**config.mk**
```make
export PLATFORM = sky130hd
export DESIGN_NAME = tdp_ram_arbiter
export DESIGN_NICKNAME = d
export VERILOG_FILES = /design/src/rtl/tdp_ram_arbiter.sv
export SDC_FILE = /design/constraint.sdc
export NUM_CORES = 1
export LEC_CHECK = 0
export ABC_CLOCK_PERIOD_IN_PS = 2300
export BUFFER_PORTS_ARGS = -buffer_cell sky130_fd_sc_hd__buf_2
export CAP_MARGIN = 10
export CORE_AREA = 2 2 58 60
export CTS_CLUSTER_SIZE = 28
export DETAILED_ROUTE_END_ITERATION = 8
export DIE_AREA = 0 0 60 62
export GPL_ROUTABILITY_DRIVEN = 1
export PLACE_DENSITY = 0.76
export SLEW_MARGIN = 5
export SYNTH_ARGS = -nofsm -noshare
export SYNTH_HDL_FRONTEND = slang
export SYNTH_SLANG_ARGS = --single-unit
```
**constraint.sdc**
```tcl
create_clock -name clk -period 2.3 [get_ports clk]
set_clock_uncertainty 0.15 [all_clocks]
set_input_delay 0.46 -clock clk [delete_from_list [all_inputs] [get_ports clk]]
set_output_delay 0.46 -clock clk [all_outputs]
set_load 0.1 [all_outputs]
```
**src/rtl/tdp_ram_arbiter.sv**
```systemverilog
// Request front end for a 64x8 true dual-port RAM.
// It resolves same-address collisions with a round-robin stall and returns read data one cycle later.
module tdp_ram_arbiter #(
  parameter int AW = 6,
  parameter int DW = 8,
  parameter int CW = 8
) (
  input  logic          clk,
  input  logic          rst,

  input  logic          req_a_valid,
  output logic          req_a_ready,
  input  logic          req_a_we,
  input  logic [AW-1:0] req_a_addr,
  input  logic [DW-1:0] req_a_wdata,
  output logic          rsp_a_valid,
  output logic [DW-1:0] rsp_a_rdata,

  input  logic          req_b_valid,
  output logic          req_b_ready,
  input  logic          req_b_we,
  input  logic [AW-1:0] req_b_addr,
  input  logic [DW-1:0] req_b_wdata,
  output logic          rsp_b_valid,
  output logic [DW-1:0] rsp_b_rdata,

  output logic          ram_we_a,
  output logic          ram_we_b,
  output logic [AW-1:0] ram_addr_a,
  output logic [AW-1:0] ram_addr_b,
  output logic [DW-1:0] ram_data_a,
  output logic [DW-1:0] ram_data_b,
  input  logic [DW-1:0] ram_q_a,
  input  logic [DW-1:0] ram_q_b,

  output logic [CW-1:0] conflict_cnt
);

  logic conflict;
  logic prio;
  logic accept_a;
  logic accept_b;
  logic rsp_pend_a;
  logic rsp_pend_b;

  // Two reads of one address are harmless; any write on a shared address is a collision.
  assign conflict = req_a_valid & req_b_valid & (req_a_addr == req_b_addr)
                  & (req_a_we | req_b_we);

  // Reset holds both ports off so no write can slip into the RAM while state is cleared.
  assign req_a_ready = ~rst & (~conflict | ~prio);
  assign req_b_ready = ~rst & (~conflict |  prio);

  assign accept_a = req_a_valid & req_a_ready;
  assign accept_b = req_b_valid & req_b_ready;

  assign ram_addr_a = req_a_addr;
  assign ram_addr_b = req_b_addr;
  assign ram_data_a = req_a_wdata;
  assign ram_data_b = req_b_wdata;
  assign ram_we_a   = accept_a & req_a_we;
  assign ram_we_b   = accept_b & req_b_we;

  // A read accepted just before reset must not surface while reset is high.
  assign rsp_a_valid = rsp_pend_a & ~rst;
  assign rsp_b_valid = rsp_pend_b & ~rst;
  assign rsp_a_rdata = ram_q_a;
  assign rsp_b_rdata = ram_q_b;

  always_ff @(posedge clk) begin
    // NOTE: state registers use non-blocking assignments so every flop samples pre-edge values.
    if (rst) begin
      prio         <= 1'b0;
      rsp_pend_a   <= 1'b0;
      rsp_pend_b   <= 1'b0;
      conflict_cnt <= '0;
    end else begin
      rsp_pend_a <= accept_a & ~req_a_we;
      rsp_pend_b <= accept_b & ~req_b_we;
      if (conflict) begin
        prio <= ~prio;
        if (conflict_cnt != {CW{1'b1}}) begin
          conflict_cnt <= conflict_cnt + CW'(1);
        end
      end
    end
  end

  // The RAM must never see both ports touching one address with a write in the same cycle.
  assert property (@(posedge clk) disable iff (rst)
    !(accept_a && accept_b && (req_a_addr == req_b_addr) && (req_a_we || req_b_we)));

endmodule
```
# [After elaboration in Yosys (flattened, before gate mapping)]
# Index checks and enable logic that the tools add are counted.
# Widths: inputs -> output; s select.
[classes] n_addsub=1 bitwise_logic=21 reduce_logical=1 n_eq_ne=2
[op_table] cell="$and 1x1->1" n=13
[op_table] cell="$add 8x1->8 const B" n=1
[op_table] cell="$ne 8x8->1 const B" n=1
[op_table] cell="$eq 6x6->1" n=1
[op_table] cell="$not 1->1" n=5
[op_table] cell="$or 1x1->1" n=3
[op_table] cell="$reduce_and 2->1" n=1
[word_totals] register_bits=11 elab_cells=29 inputBits=50

# [Logic depth before layout (Yosys ltp)]
[depth] word_depth=8 depth_mapped=5 mapped_depth_nobuf=5

# [Worst setup path before layout]
# OpenSTA, ideal clock, no wires.
[synth_timing] kind="input -> output" from="in req_b_we" to="out ram_we_a" path_buffers=1 stages=5 required_ps=1690 t_arrival_ps=3288 path_slack_ps=-1598 path_cell_list="o211ai_1 > or4_4 > buf_6 > nor2_1 > a211oi_1"
[synth_via] elab_chain_cells=7
[synth_lines] item="from (decl)" line_no="21" rtl="input logic req_b_we,"
[synth_lines] item="$or 1x1->1" line_no="48" rtl="& (req_a_we | req_b_we);"
[synth_lines] item="$and 1x1->1" line_no="48"
[synth_lines] item="$not 1->1" line_no="51" rtl="assign req_a_ready = ~rst & (~conflict | ~prio);"
[synth_lines] item="$or 1x1->1" line_no="51"
[synth_lines] item="$and 1x1->1" line_no="51"
[synth_lines] item="$and 1x1->1" line_no="54" rtl="assign accept_a = req_a_valid & req_a_ready;"
[synth_lines] item="$and 1x1->1" line_no="61" rtl="assign ram_we_a = accept_a & req_a_we;"
[synth_lines] item="to (decl)" line_no="27" rtl="output logic ram_we_a,"
# Every way passes these cells.

# [Worst setup path after layout]
[layout_timing] from="in req_a_addr[2]" to="out ram_we_a"
[layout_via] elab_chain_cells=8
[layout_lines] item="from (decl)" line_no="14" rtl="input logic [AW-1:0] req_a_addr,"
[layout_lines] item="$eq 6x6->1" line_no="47" rtl="assign conflict = req_a_valid & req_b_valid & (req_a_addr == req_b_addr)"
[layout_lines] item="$and 1x1->1" line_no="47"
[layout_lines] item="$and 1x1->1" line_no="48"
[layout_lines] item="$not 1->1" line_no="51"
[layout_lines] item="$or 1x1->1" line_no="51"
[layout_lines] item="$and 1x1->1" line_no="51"
[layout_lines] item="$and 1x1->1" line_no="54"
[layout_lines] item="$and 1x1->1" line_no="61"
# Every way passes these cells.

==> results.yml <==
critical_path:
  r2r_start: "conflict_cnt[0]$_SDFFE_PP0P_"
  crit_type: "primary input to output port"
  r2r_slack_ns: 0.47
  start_kind: "primary input"
  path_max_fanout: 3
  critPathArrivalTime_ns: 1.84
  setup.worst_path.start: "req_a_addr[2]"
  end_kind: "output port"
  worstPathRequired_ns: 1.69
sta:
  rsz0062_at_grt: "true"
  worstMarginPinSlew_ns: 0.526
  max_freq_mhz: 407
  fin_ws_ns: -0.155
  drv_slew: 0
  relSlewSlack: 0.649
  setup_tns_ns: -0.471
  post-route-period-util: 1.07
  hold_viol: 0
  setup_viol: 4
  period_minus_slack_ns: 2.45
global_route:
  antenna_found_initial: 0
  grt_overflow: 0
  grt_pass1_wl_um: 3220
  grt_usage: 0.116
  grt_max_degree: 23
  grt_pass1_vias: 754
logic_synthesis:
  ys_ff_latch: 11
  synth_seq_area_share: 0.211
  synth_fp_nets: 177
  postSynthAreaPerCell_um2: 8.30
  synth.distinct_cells: 35
  synthCells: 126
  syn_area_um2: 1050
  ys_warn_count: 0
die:
  die_w_um: 60
  die_y_um: 62
  rows: 21
  core_area_um2: 3180
  initial_core_util: 0.329
  io_pins: 108
  fp.dieArea_um2: 3720
layout:
  fin_cells: 183
  seqCellArea_um2: 225
  drive_above_1_share: 0.547
  syn_to_final_growth_pct: 18.7
  fin_util: 0.390
  nets: 189
  antenna_cells: 0
  layout_common_cells: "buf_2, buf_4, nor2_1, dfxtp_1"
  multi_input_area_um2: 543
  layout_commonest_cell: "buf_2"
  fillerInstances: 339
cts:
  worstSkewPairLatency_ns: 0.27
  root_buffer: "clkbuf_4"
  cts_buffers: 3
  cts_buffer_depth: 2
  cts_tree: "built"
  cts_max_level: 1
  clk_pin_slew_ns: 0.07
  clkSinkCount: 11
placed_design:
  place.gp.congestion: 0.694
  dp_hpwl_um: 1700
  place_inst: 177
  numPortBuffers: 43
  place_ws_ns: -0.257
drt:
  drc: 0
  finalWirelength_um: 2170
  ant_nets: 0
  drt_iter0_drc: 6
  via_count: 856
  vias_per_cell: 4.68
  dr.pass1.iters: 4
  wl_per_cell_um: 11.8
outcome:
  status: "complete, but fails checks"
  violations: "negative setup slack"
hold_path:
  hp-start: "req_b_we"
  holdCritPathClass: "primary input to flip-flop"
job:
  drv_cap: 0
pwr:
  ir_drop_uv: 155
  p_per_area_nw_per_um2: 438
  leakage_uw: 0.000538
==> through the flow <==
stage                     power (uW)  hold slack [ns]  area [um^2]
after global placement           400            0.327         1130
after CTS                        544            0.231         1210
final                            543            0.230         1240
after detailed placement         401            0.328         1130
after floorplan                  631            0.387         1130
after global routing             561            0.244         1240
==> worst paths after layout <==
kind                                  endpoint  cells past startpoint
setup / recovery                      ram_we_a                      7
hold / removal           rsp_pend_b$_SDFF_PP0_                      2
setup reg to reg  conflict_cnt[3]$_SDFFE_PP0P_                      6
hold reg to reg   conflict_cnt[1]$_SDFFE_PP0P_                      2
==> synthesized netlist by cell type (all sizes together) <==
cell type   n  area share
buf        47        0.33
dfxtp      11        0.21
nor2        9       0.032
nor2b       6       0.036
and3        5       0.030
mux2        5       0.054
a21oi       4       0.019
nand3       4       0.019
nor3        3       0.014
nor4        3       0.038
nor4b       3       0.031
xnor2       3       0.025
xor2        3       0.025
inv         2      0.0072
nand2       2      0.0072
nand4       2       0.012
o31ai       2       0.014
or4         2       0.018
a2111oi     1      0.0084
a211oi      1      0.0072
a311oi      1      0.0084
a31oi       1      0.0060
clkbuf      1      0.0036
ha          1       0.012
nand4b      1      0.0084
o211ai      1      0.0072
o21ai       1      0.0048
or3         1      0.0060
==> layer usage <==
layer	up-vias	track usage	wire, um
met4	0	0.0857	53
met5	-	0	0
met1	391	0.119	778
met3	6	0.0311	239
met2	45	0.202	1100
li1	414	-	-
==> critical path, cell delays in order <==
cell      delay (ns)
buf_6           0.10
xor2_2          0.17
or4_4           0.58
nor2_4          0.18
buf_6           0.12
a211oi_4        0.05
buf_12          0.19
==> kinds of logic after synthesis <==
group,share of synthesized area
xor gates and xnor gates,0.0502
and+or+nand+nor,0.252
muxes,0.0538
adders and majority gates,0.0120
buffers and inverters,0.346
DFF,0.211
AOI/OAI and AO/OA,0.0754
==> report_power, final <==
part           internal, uW  switching [uW]  total, uW
clock                  67.2            67.6        135
sequential              192           0.656        192
combinational          56.3             160        216
total                   315             228        543
==> area by class of cell <==
| type | instances | area share |
|---|---|---|
| Clock buffer | 4 | 0.0212 |
| Inverter | 2 | 0.00605 |
| Multi-Input combinational cell | 65 | 0.438 |
| Sequential cell | 11 | 0.181 |
| Tap cell | 46 | 0.0464 |
| Timing Repair Buffer | 55 | 0.307 |
==> flip-flops by register name, indices dropped and copies added, names as in the netlist <==
signal / flops
rsp_pend_b: 1
prio: 1
conflict_cnt: 8
rsp_pend_a: 1
==> repair_timing <==
action / in CTS / in global routing
gates resized for setup: 11 / 6
setup buffers: 1 / 1
gates cloned: 0 / 0
endpoints found under the setup margin: 4 / 4
hold endpoints to repair: 0 / 0
hold buffers: 0 / 0
pin swaps: 1 / 4
Power figures use the tool's default switching activity.
